===== src/rtl/dp_ram_pkg.sv =====
// Shared types and constants for the dual-bank RAM sequencer.
package dp_ram_pkg;

  localparam int unsigned AW_DEF = 3;
  localparam int unsigned DW_DEF = 3;

  // Port select doubles as the RAM bank select (ram_cs).
  localparam logic PORT_A = 1'b1;
  localparam logic PORT_B = 1'b0;

  typedef enum logic [1:0] {
    IDLE  = 2'd0,
    ISSUE = 2'd1,
    RESP  = 2'd2
  } state_e;

  typedef struct packed {
    logic              port;
    logic              we;
    logic [AW_DEF-1:0] addr;
    logic [DW_DEF-1:0] wdata;
  } cmd_t;

endpackage


===== src/rtl/dp_ram_arb.sv =====
// Two-way request arbiter: fixed priority (A wins) or round-robin when rr_en is set.
// grant is one-hot {A, B}; the last-granted pointer moves only when advance is high.
module dp_ram_arb
  import dp_ram_pkg::*;
(
  input  logic       clk,
  input  logic       rst_n,
  input  logic       valid_a,
  input  logic       valid_b,
  input  logic       rr_en,
  input  logic       advance,
  output logic [1:0] grant
);

  logic last_q;
  logic grant_a;
  logic grant_b;

  // Tie goes to A unless round-robin says A was served last.
  always_comb begin
    grant_a = valid_a & (~valid_b | ~rr_en | (last_q == PORT_B));
    grant_b = valid_b & ~grant_a;
    grant   = {grant_a, grant_b};
  end

  // Last-granted pointer; reset to B so A wins the first tie.
  always_ff @(posedge clk) begin
    if (!rst_n) begin
      last_q <= PORT_B;
    end else if (advance && (grant_a || grant_b)) begin
      last_q <= grant_a ? PORT_A : PORT_B;
    end
  end

endmodule


===== src/rtl/dp_ram_ctrl.sv =====
// Sequencer for the dual-bank sync RAM: arbitrates two clients, issues one RAM op per
// transaction (IDLE -> ISSUE -> RESP) and returns a one-cycle response pulse.
// Optional feature: define DP_RAM_CTRL_RR_EN for round-robin arbitration (else A has priority).
module dp_ram_ctrl
  import dp_ram_pkg::*;
#(
  parameter int unsigned AW = AW_DEF,
  parameter int unsigned DW = DW_DEF
) (
  input  logic          clk,
  input  logic          rst_n,
  input  logic          a_req_valid,
  output logic          a_req_ready,
  input  logic          a_req_we,
  input  logic [AW-1:0] a_req_addr,
  input  logic [DW-1:0] a_req_wdata,
  output logic          a_rsp_valid,
  output logic [DW-1:0] a_rsp_rdata,
  input  logic          b_req_valid,
  output logic          b_req_ready,
  input  logic          b_req_we,
  input  logic [AW-1:0] b_req_addr,
  input  logic [DW-1:0] b_req_wdata,
  output logic          b_rsp_valid,
  output logic [DW-1:0] b_rsp_rdata,
  output logic          ram_cs,
  output logic          ram_we,
  output logic [AW-1:0] ram_addr_a,
  output logic [AW-1:0] ram_addr_b,
  output logic [DW-1:0] ram_data_a,
  output logic [DW-1:0] ram_data_b,
  input  logic [DW-1:0] ram_data_aout,
  input  logic [DW-1:0] ram_data_bout
);

`ifdef DP_RAM_CTRL_RR_EN
  localparam logic RrEn = 1'b1;
`else
  localparam logic RrEn = 1'b0;
`endif

  state_e     state_q, state_d;
  cmd_t       cmd_q, cmd_d;
  logic [1:0] grant;
  logic       in_idle;
  logic       take;
  logic       issue;
  logic       resp;
  logic       sel_a;

  assign in_idle = rst_n && (state_q == IDLE);
  assign take    = in_idle && (grant != 2'b00);

  dp_ram_arb u_arb (
    .clk     (clk),
    .rst_n   (rst_n),
    .valid_a (a_req_valid),
    .valid_b (b_req_valid),
    .rr_en   (RrEn),
    .advance (take),
    .grant   (grant)
  );

  // Next-state and command capture on handshake.
  always_comb begin
    state_d = state_q;
    cmd_d   = cmd_q;
    unique case (state_q)
      IDLE: begin
        if (grant[1]) begin
          cmd_d   = '{port: PORT_A, we: a_req_we, addr: a_req_addr, wdata: a_req_wdata};
          state_d = ISSUE;
        end else if (grant[0]) begin
          cmd_d   = '{port: PORT_B, we: b_req_we, addr: b_req_addr, wdata: b_req_wdata};
          state_d = ISSUE;
        end
      end
      ISSUE:   state_d = RESP;
      RESP:    state_d = IDLE;
      default: state_d = IDLE;
    endcase
  end

  // State and command registers; reset leaves bank A selected and drops any in-flight op.
  always_ff @(posedge clk) begin
    if (!rst_n) begin
      state_q <= IDLE;
      cmd_q   <= '{port: PORT_A, default: '0};
    end else begin
      state_q <= state_d;
      cmd_q   <= cmd_d;
    end
  end

  // RAM pins and responses decode from registered state; rst_n gates them so that no write
  // or response can escape while reset is asserted mid-transaction.
  always_comb begin
    issue       = rst_n && (state_q == ISSUE);
    resp        = rst_n && (state_q == RESP);
    sel_a       = (cmd_q.port == PORT_A);
    a_req_ready = in_idle & grant[1];
    b_req_ready = in_idle & grant[0];
    ram_cs      = ~rst_n | cmd_q.port;
    ram_we      = issue & cmd_q.we;
    ram_addr_a  = (issue && sel_a)  ? cmd_q.addr  : '0;
    ram_data_a  = (issue && sel_a)  ? cmd_q.wdata : '0;
    ram_addr_b  = (issue && !sel_a) ? cmd_q.addr  : '0;
    ram_data_b  = (issue && !sel_a) ? cmd_q.wdata : '0;
    a_rsp_valid = resp & sel_a;
    b_rsp_valid = resp & ~sel_a;
    a_rsp_rdata = (a_rsp_valid && !cmd_q.we) ? ram_data_aout : '0;
    b_rsp_rdata = (b_rsp_valid && !cmd_q.we) ? ram_data_bout : '0;
  end

endmodule


===== config.mk =====
export PLATFORM = sky130hd
export DESIGN_NAME = dp_ram_ctrl
export DESIGN_NICKNAME = d
export VERILOG_FILES = /design/src/rtl/dp_ram_pkg.sv /design/src/rtl/dp_ram_arb.sv /design/src/rtl/dp_ram_ctrl.sv
export SDC_FILE = /design/constraint.sdc
export NUM_CORES = 1
export LEC_CHECK = 0
export BUFFER_PORTS_ARGS = -buffer_cell sky130_fd_sc_hd__buf_2
export CAP_MARGIN = 5
export CORE_ASPECT_RATIO = 0.9
export CORE_MARGIN = 8
export CORE_UTILIZATION = 35
export CTS_CLUSTER_SIZE = 25
export DETAILED_ROUTE_END_ITERATION = 10
export GPL_TIMING_DRIVEN = 0
export MAX_ROUTING_LAYER = met4
export PLACE_DENSITY = 0.83
export SLEW_MARGIN = 30
export SYNTH_ARGS = -nofsm -noshare
export SYNTH_HDL_FRONTEND = slang
export SYNTH_SLANG_ARGS = --single-unit

===== constraint.sdc =====
create_clock -name clk -period 1.07 [get_ports clk]
set_input_delay 0.214 -clock clk [delete_from_list [all_inputs] [get_ports clk]]
set_output_delay 0.214 -clock clk [all_outputs]
set_load 0.005 [all_outputs]

After elaboration in Yosys (flattened, before gate mapping). Index checks and enable logic that the tools add are counted.

Bits in registers: 10. Latch bits: 0. RAM bits: 0. Memory bits (read-only): 0. Bits of input ports: 24. Output and inout port bits: 24. Memories: 0.

$add $sub $neg: 0. Multipliers: 0. Div/mod/pow operators: 0. Order comparisons: 0. Equal/unequal tests: 3. Shift-type cells: 0. Muxes and demuxes: 11. Bitwise logic cells: 10. Reductions and logical operators: 12.

Operator list (number): two-way mux 3 bit (6); two-way mux 8 bit (2); logical AND 1 bit (7); AND 1 bit (6); two-way mux 2 bit (2); case mux 2 bit (2 select lines) (1); inequality test 3 x 2 -> 1 bit, second input constant (1); NOT 1 bit (3); equality test 2 x 1 -> 1 bit, second input constant (1); equality test 2 bit, second input constant (1); logical NOT 1 bit (2); logical NOT 2 bit (1); AND reduction 2 bit (1); nonzero test 2 bit (1); bitwise OR 1 bit (1).

Depth between registers and ports, before layout. Gate-level depths: netlist (run 1).

Depth in word-level cells: 5. Depth in mapped cells: 5. Depth with buffers taken out: 3.

Modules after synthesis. From an unflattened synthesis (run 1), not the netlist that was laid out.

Cell total of the unflattened synthesis: 89. Area, all modules: 754.5 um^2.

Modules (own cells, without submodules): dp_ram_ctrl (instances 1, cells each 76, area each 666.9 um^2); dp_ram_arb (instances 1, cells each 13, area each 87.6 um^2).

Worst setup path before layout (run 1). OpenSTA, ideal clock, no wires.

Path kind: register to output. Start point: register state_q[0]. End point: output port a_rsp_rdata[0]. Data arrival time: 0.864 ns. Data required time: 0.856 ns. Setup slack: -0.008 ns. Stages on the path, launching flop included: 4. Buffers on the path: 0. Cell sequence: dfxtp_1 -> nand2b_1 -> nor3_1 -> and2_1.

Cells in the longest elaborated chain, start to end: 5.

Ends and longest elaborated chain: start: declaration (line dp_ram_ctrl.sv:42) `state_e state_q, state_d;`; start signal: assignment (line dp_ram_ctrl.sv:90) `state_q <= state_d;`; equality test 2 bit (line dp_ram_ctrl.sv:99) `resp = rst_n && (state_q == RESP);`; logical AND 1 bit (line dp_ram_ctrl.sv:99); AND 1 bit (line dp_ram_ctrl.sv:109) `a_rsp_valid = resp & sel_a;`; logical AND 1 bit (line dp_ram_ctrl.sv:111) `a_rsp_rdata = (a_rsp_valid && !cmd_q.we) ? ram_data_aout : '0;`; two-way mux 3 bit (line dp_ram_ctrl.sv:111); end: declaration (line dp_ram_ctrl.sv:18) `output logic [DW-1:0] a_rsp_rdata,`.

No other way between the ends.

Final worst setup path (run 1).
Start point: register cmd_q, in the netlist sel_a. End point: output port b_rsp_rdata[2].

Cells in the longest elaborated chain, start to end: 4.

Ends and longest elaborated chain: start: declaration (line dp_ram_ctrl.sv:43) `cmd_t cmd_q, cmd_d;`; start signal: assignment (line dp_ram_ctrl.sv:91) `cmd_q <= cmd_d;`; NOT 1 bit (line dp_ram_ctrl.sv:110) `b_rsp_valid = resp & ~sel_a;`; AND 1 bit (line dp_ram_ctrl.sv:110); logical AND 1 bit (line dp_ram_ctrl.sv:112) `b_rsp_rdata = (b_rsp_valid && !cmd_q.we) ? ram_data_bout : '0;`; two-way mux 3 bit (line dp_ram_ctrl.sv:112); end: declaration (line dp_ram_ctrl.sv:25) `output logic [DW-1:0] b_rsp_rdata,`.

No other way between the ends.

==> metrics.txt, run 1 <==
worst hold path class input port to flip-flop; leak pwr 0.571 nW; RePlAce Congestion 0.833; fmax 685 MHz; First DRT Iteration DRCs 11; routed vias/inst 4.95; commonest non-fill, non-tap cell in the layout buf_2; synthesis-to-finish area growth 72.1%; Tmin final 1.46 ns; cell family with most CP delay simple AND/OR/NAND/NOR gates; total grt overflow 0; dpl cells 148; cells along the critical path nand2b_4, nor3_4, and2_1, buf_2; CTS root buf clkbuf_4; Post-Synthesis Cells 76; port bufs 47; DRC 0; max_cap viols 0; GRT met1 Usage 14.0%; reg2reg setup slack -0.09 ns; main area contributors after synthesis dfxtp_1 30%, and2_1 18%, a211oi_2 13%; post-synthesis sequential area ratio 30.1%; RSZ-0062 raised after global routing true; Cell Area, Synth 664 µm²; Fin Clk Skew 0.00471 ns; WP buf/inv 1; TritonCTS Sinks 10; clk_lat worst skew 0.26 ns; Die W 61.9 µm; Placed Area 941 µm²; layout cells sized above 1 66.9%; most frequent cells in the layout 40 x buf_2, 12 x and2_1, 11 x buf_6; Worst setup SP type flip-flop; Synth top area share 30.1%; failing checks setup timing; Unique masters post-synth 20; Setup CP Type flip-flop to output pin; crit path to b_rsp_rdata[2]; die area 0.00355 mm²; H-tree levels 1; Antenna Diode Count 0; final core occ 61.5%; Clock transition at path regs 0.07 ns; max incr delay on CP 0.33 ns; core footprint 0.00186 mm²; Finished Layout Cells 155; CP Capture Type output pin; CP Max Fanout 4; first-pass GRT wire length 3550 µm; outcome finished, violations left; WP data arrival 1.25 ns; Nets 155; DRT antenna net count 0; Pins Over Slew Limit 0; worst r2r src state_q[1]; Synth Net Count 100; TritonCTS Buffers 3; Initial Util 35.8%; Worst IR Drop VDD 0.000726 V; TritonCTS clock tree done; Ys Warns 0; Total Wirelength 2440 µm; met2 Use GR 23.6%; Least-Margin Pin Slew 0.306 ns; most used routing layer met2; final setup margin -0.390 ns; setup violators final 26; fin crit share 136%; synthesis-stage register bit count 10; Design Area, Final 0.00114 mm²; largest area contributor in the netlist dfxtp_1; PD cells 968 mW/mm²; Die Height 57.3 µm; dpl hpwl 1740 µm; largest net degree at the start of global routing 11; CP Data Required Time 0.86 ns; FP Rows 15; vias in the first global route 737; reg-to-reg endpoint sel_a; initial antenna violation count 0; drt first pass iters 6; routing usage on met3 3.36%; via count 767; GRT Resource Usage Total 13.5%; worst r2r path cells 4; I/O pins 48; drt wl/cell 15.7 µm; critical path depth 4; dpl ws -0.283 ns; Rel. slew slack 79.6%; slowest stage cell, crit path dfxtp_2; Hold Fails Final Rpt 0; CTS Buffer Depth 2; CP Launch Point sel_a; Syn Area/Cell 8.74 µm²; Final Power 1.11 mW
[per-layer routing]
metal,share of wire [%],vias up
li1,-,374
met1,35,340
met2,51,43
met3,10,10
met4,3.8,0
met5,0,-
[cells by family (layout without fill, tap and decap cells)]
kind of cell	Yosys count	after routing	synth area share, %
buffers and inverters	6	60	6.03
AND/OR/NAND/NOR	38	38	33.3
multiplexers	7	7	10.5
AO/OA/AOI/OAI	15	15	20.0
flip-flops	10	10	30.1
[worst register-to-register path, cell delays in order, from the launching register on]
cell and delay, ns:
dfxtp_4 0.37, nor2_1 0.14, buf_4 0.18, nand2_1 0.06, a221o_1 0.29
[repair_timing]
| item | in CTS | in global routing |
|---|---|---|
| resized for setup | 18 | 20 |
| setup endpoints to repair | 30 | 32 |
| hold buffers | 0 | 0 |
| setup buffers | 1 | 2 |
| gates cloned | 0 | 0 |
| pin swaps | 6 | 14 |
[through the flow]
stage	hold slack (ns)	TNS [ns]
5_1_grt	0.231	-9.64
3_3_place_gp	0.475	-4.79
2_1_floorplan	0.333	0
6_report	0.229	-8.18
3_5_place_dp	0.487	-5.45
4_1_cts	0.225	-7.61
[area by class of cell]
type	instances	area, µm²
Buffer	5	40.0
Clock buffer	4	36.3
Fill cell	152	714
Inverter	1	3.75
Multi-Input combinational cell	60	512
Sequential cell	10	209
Tap cell	25	31.3
Timing Repair Buffer	50	312
[worst min-delay path by stage]
stage	start	end	slack (ns)	cells after the start
after floorplan	rst_n	state_q[1]	0.33	2
after global placement	rst_n	state_q[1]	0.47	3
after detailed placement	rst_n	state_q[1]	0.49	3
after CTS	rst_n	state_q[1]	0.23	3
after global routing	rst_n	state_q[1]	0.23	3
final	rst_n	state_q[1]	0.23	3
[synthesized netlist by cell type, drive strengths merged]
library cell  count
and2             20
dfxtp            10
a211oi            7
a21oi             7
mux2i             7
nor2              6
buf               4
nand2b            3
nand2             2
nor3              2
a221o             1
and3              1
clkbuf            1
inv               1
nor4              1
nor4b             1
or2               1
or2b              1
[state kept, by name, summed over array words and instances (netlist names)]
register,flops
cmd_q,7
sel_a,1
state_q,2
[where the power goes]
| group | switching, mW | internal [mW] |
|---|---|---|
| Sequential | 0.0403 | 0.412 |
| Clock | 0.123 | 0.206 |
| Combinational | 0.159 | 0.166 |
| Total | 0.322 | 0.785 |
(Power assumes the default switching activity.)
==> run 2, diff against run 1 <==
Settings changed: ABC_AREA set to 1, CORE_MARGIN 8 to 3, PLACE_DENSITY 0.83 to 0.82.
==> run 2 against run 1 <==
  * Non-clock buffer count down 4
  * Clock skew down 0.0022 ns
  * The flow still finishes with violations (setup timing)
  * Global-route usage up 1.9 points
  * Critical path depth up 1
  * Sequential cell count unchanged
  * Cell count up 25%
  * Clock-buffer cell count down 1
  * Sequential power down 3%
  * Final area down 8.6%
  * Utilization down 2.5 points
  * Synthesized cell count up 57%
==> metrics.txt, run 2 <==
first-pass GRT wire length 2930 µm; TritonCTS clock tree done; First DRT Iteration DRCs 15; Post-Synthesis Cells 119; final setup margin -0.358 ns; most common library cells after synthesis 39 x nand2_1, 29 x nor2_1, 16 x inv_1; asr flop ratio synth 0%; Total Wirelength 1870 µm; CTS root buf clkbuf_4; footprint of the multi-input gates 423 µm²; synthesis-to-finish area growth 49.9%; Placed Area 960 µm²; Worst IR Drop VDD 0.000744 V; Design Area, Final 0.00104 mm²; CP Capture Type output pin; WP data arrival 1.21 ns; core footprint 0.00177 mm²; leak pwr 0.621 nW; vias in the first global route 732; GRT Resource Usage Total 15.4%; Synth Flop Type dfxtp_1; DRT antenna net count 0; worst hold path class input port to flip-flop; initial antenna violation count 0; critical path depth 5; RSZ-0062 raised after global routing true; routed vias/inst 4.38; worst r2r path cells 5; drt first pass iters 4; largest area contributor in the netlist dfxtp_1; Antenna Diode Count 0; Finished Layout Cells 194; slowest stage cell, crit path dfxtp_4; post-synthesis sequential area ratio 28.7%; reg2reg setup slack 0.05 ns; Setup CP Type flip-flop to output pin; DRC 0; Ys Warns 0; outcome finished, violations left; total grt overflow 0; H-tree levels 1; CP Data Required Time 0.86 ns; main area contributors after synthesis dfxtp_1 29%, nand2_1 21%, nor2_1 16%; Final Power 1.01 mW; hold_buf cts 0; fin crit share 133%; failing checks setup timing; most common cell in the netlist nand2_1; WP buf/inv 2; Die W 53.0 µm; largest net degree at the start of global routing 11; Rel. slew slack 86.2%; Syn Area/Cell 5.86 µm²; drt wl/cell 9.64 µm; # fillers 183; die area 0.00256 mm²; dpl ws -0.187 ns; port bufs 46; Hold Fails Final Rpt 0; via count 850; Hold Path Cell Cnt 5; TritonCTS Buffers 3; RePlAce Congestion 0.786; fmax 700 MHz; most frequent cells in the layout 45 x buf_2, 38 x nand2_1, 26 x nor2_1; Synth Net Count 143; layout cells sized above 1 46.5%; TritonCTS Sinks 10; max incr delay on CP 0.40 ns; Hold Slack 0.263 ns; dpl cells 189; synthesis-stage register bit count 10; Least-Margin Pin Slew 0.206 ns; FP Rows 14; cells along the critical path inv_4, nor3_4, nand2_4, nor2_2, buf_2; setup violators final 24; Cell Area, Synth 697 µm²; clk_lat worst skew 0.26 ns; FF+latch area 211 µm²; CTS Buffer Depth 2; Nets 196; Unique masters post-synth 17; number of synthesized flops with an enable pin 0; Clock transition at path regs 0.06 ns; commonest non-fill, non-tap cell in the layout buf_2; Top reg by flops cmd_q; PD cells 964 mW/mm²; I/O pins 48; number of flip-flops in the largest register 7; Worst setup SP type flip-flop; Synth top area share 28.7%; cell family with most CP delay flip-flops; Die Height 48.3 µm; max_cap viols 0; Initial Util 39.4%; CP Max Fanout 6; Tmin final 1.43 ns; Fin Clk Skew 0.00252 ns; dpl hpwl 1460 µm; Pins Over Slew Limit 0
==> run 2: path summary, 6_finish.rpt <==
kind                   endpoint            from
hold reg to reg      state_q[1]      state_q[1]
hold / removal         cmd_q[2]  b_req_wdata[2]
setup / recovery  ram_data_a[0]      state_q[0]
setup reg to reg       cmd_q[6]      state_q[1]
==> run 2: logic make-up (layout without fill, tap and decap cells) <==
logic type | after synthesis | count (layout) | share of synthesized area (%)
buffers and inverters | 22 | 73 | 14.9
and+or+nand+nor | 87 | 87 | 56.4
DFF | 10 | 10 | 28.7
==> run 2: stage by stage <==
stage	util, %	setup TNS, ns
4_1_cts	57.4	-7.07
6_report	59.1	-7.04
3_3_place_gp	54.2	-2.24
5_1_grt	59.1	-9.35
3_5_place_dp	54.2	-2.51
2_1_floorplan	-	0
==> run 2: layout make-up <==
class                      count  area share (%)
buffer                         3            2.87
clock buffer                   3            2.16
inverter                      19            7.31
multi-input combinational     87            40.5
sequential                    10            20.2
tap                           24            2.87
timing repair buffer          48            24.1
==> run 2: power by group <==
group / leakage [nW] / total, mW / internal, mW / switching (mW)
registers: 0.0844 / 0.438 / 0.412 / 0.0261
clock network: 0.0138 / 0.255 / 0.130 / 0.125
logic: 0.523 / 0.315 / 0.132 / 0.183
==> run 2: layer usage <==
metal / vias to the layer above / track usage [%] / wire [µm]
met5: - / - / 0
li1: 452 / - / -
met2: 41 / 26.2 / 933
met1: 355 / 17.1 / 742
met3: 2 / 4.91 / 182
met4: 0 / 3.83 / 12
==> run 2: worst register-to-register path, delay by kind of cell, from the launching register on <==
family,cells,cell delay (ns)
buffers and inverters,1,0.16
flip-flops,1,0.37
AND/OR/NAND/NOR,4,0.40
==> run 2: timing repair <==
action	4_1_cts	5_1_grt
pin swaps	6	1
resized for setup	10	5
buffers inserted	1	1
endpoints found under the setup margin	29	32
endpoints found under the hold margin	0	0
==> run 3, diff against run 2 <==
Settings changed: CORE_UTILIZATION 35 to 36, PLACE_DENSITY 0.82 to 0.84, SLEW_MARGIN 30 to unset.
==> run 3 against run 2 <==
  * The run still ends with setup timing left
  * Clock skew up 0.0033 ns
  * Via count rose by 5.8%
  * Cell count rose by 3.6%
  * Sequential power about the same
  * Setup slack worse by 0.0073 ns
  * Routed wire length grew 19%
  * Final area is 16% higher
  * First-iteration DRC count decreased by 33%
  * Fmax is 0.51% lower
  * Register-to-register slack got worse by 0.11 ns
  * Highest routed layer unchanged
==> metrics.txt, run 3 (synthesis results as in run 2) <==
Die W 52.4 µm; Design Area, Final 0.00121 mm²; fmax 697 MHz; Tmin final 1.44 ns; worst r2r src state_q[0]; clk_lat worst skew 0.27 ns; failing checks setup timing; worst r2r path cells 6; hold_buf cts 0; Least-Margin Pin Slew 0.216 ns; FP Rows 14; HP Start b_req_wdata[0]; Setup CP Type flip-flop to output pin; max_cap viols 0; Clock transition at path regs 0.07 ns; CP Max Fanout 4; Nets 202; final setup margin -0.365 ns; most frequent cells in the layout 45 x buf_2, 34 x nand2_1, 19 x nor2_1; largest net degree at the start of global routing 11; layout cells sized above 1 56.5%; via count 899; Initial Util 39.8%; First DRT Iteration DRCs 10; outcome finished, violations left; Antenna Diode Count 0; fin crit share 134%; RePlAce Congestion 0.777; # fillers 155; RSZ-0062 raised after global routing true; drt first pass iters 4; Worst IR Drop VDD 0.000600 V; Placed Area 960 µm²; Hold Path End cmd_q[0]; reg-to-reg endpoint cmd_q[3]; Die Height 47.7 µm; drt wl/cell 11.1 µm; Fin Clk Skew 0.00585 ns; CP Data Required Time 0.86 ns; CTS root buf clkbuf_4; TritonCTS clock tree done; Hold Path Cell Cnt 5; leak pwr 0.679 nW; worst hold path class input port to flip-flop; Top reg by flops cmd_q; setup violators final 32; first-pass GRT wire length 2680 µm; port bufs 46; number of flip-flops in the largest register 7; dpl hpwl 1500 µm; H-tree levels 1; Total Wirelength 2230 µm; Final Power 1.24 mW; WP data arrival 1.22 ns; DRT antenna net count 0; core footprint 0.00175 mm²; vias in the first global route 678; TritonCTS Buffers 3; reg2reg setup slack -0.06 ns; DRC 0; commonest non-fill, non-tap cell in the layout buf_2; TritonCTS Sinks 10; initial antenna violation count 0; total grt overflow 0; Worst setup SP type flip-flop; I/O pins 48; CP Capture Type output pin; synthesis-to-finish area growth 74.1%; Hold Fails Final Rpt 0; CTS Buffer Depth 2; PD cells 1020 mW/mm²; routed vias/inst 4.47; Pins Over Slew Limit 0; die area 0.00250 mm²; GRT Resource Usage Total 15.2%; Rel. slew slack 85.5%
## run 3: changes by cell type in the layout (fill, tap and decap cells not counted), moves of 2 or more
cell	delta
buf_6	+3
nor3_1	-2
nor3_2	+2
nor2_1	-7
nor2_4	+2
nand2_1	-4
nor2_2	+5
nand2_2	+3
## run 3: where the power goes
part	switching, mW	internal [mW]	total [mW]
combinational	0.249	0.213	0.461
clock	0.136	0.207	0.343
sequential	0.0262	0.411	0.438
## run 3: through the flow
step | setup TNS, ns | hold WS (ns) | std cells | worst slack (ns) | util (%)
2_1_floorplan | 0 | 0.393 | 119 | 0.0295 | -
3_3_place_gp | -1.88 | 0.479 | 189 | -0.146 | 54.8
3_5_place_dp | -2.51 | 0.493 | 189 | -0.176 | 54.8
4_1_cts | -7.05 | 0.264 | 195 | -0.354 | 58.9
5_1_grt | -9.20 | 0.293 | 201 | -0.443 | 69.3
6_report | -7.22 | 0.259 | 201 | -0.365 | 69.3
## run 3: layout make-up
type / instances / area (µm²) / area share [%]
Buffer: 3 / 33.8 / 2.78
Tap cell: 24 / 30.0 / 2.47
Multi-Input combinational cell: 87 / 497 / 40.9
Sequential cell: 10 / 211 / 17.4
Inverter: 19 / 76.3 / 6.29
Timing Repair Buffer: 54 / 329 / 27.1
Clock buffer: 4 / 36.3 / 2.99
## run 3: worst max path at each step
| stage | from | to | slack (ns) | depth (start not counted) |
|---|---|---|---|---|
| global placement | rst_n | ram_addr_b[0] | -0.15 | 6 |
| CTS | state_q[1] | b_req_ready | -0.35 | 4 |
| finish | state_q[1] | a_rsp_rdata[2] | -0.37 | 5 |
| global route | state_q[1] | a_rsp_rdata[2] | -0.44 | 5 |
| detailed placement | rst_n | ram_data_b[2] | -0.18 | 6 |
| floorplan | sel_a | a_rsp_rdata[0] | 0.03 | 4 |
## run 3: critical path, cell delays in order, from the launching register on
cell     delay [ns]
dfxtp_4        0.39
inv_2          0.07
nor3_2         0.18
nand2_1        0.11
nor2_1         0.10
buf_2          0.12
## run 3: repair_timing
item / in CTS / in global routing
setup endpoints to repair: 27 / 32
buffers inserted: 2 / 5
resized for setup: 8 / 31
pin swaps: 5 / 10
gates cloned: 0 / 1
## run 3: per-layer routing
layer | up-vias | global-route usage (%) | share of wire [%]
met5 | - | - | 0
met4 | 0 | 7.65 | 1.3
met3 | 4 | 2.80 | 6.8
met2 | 41 | 27.2 | 54
met1 | 391 | 16.3 | 37
li1 | 463 | - | -
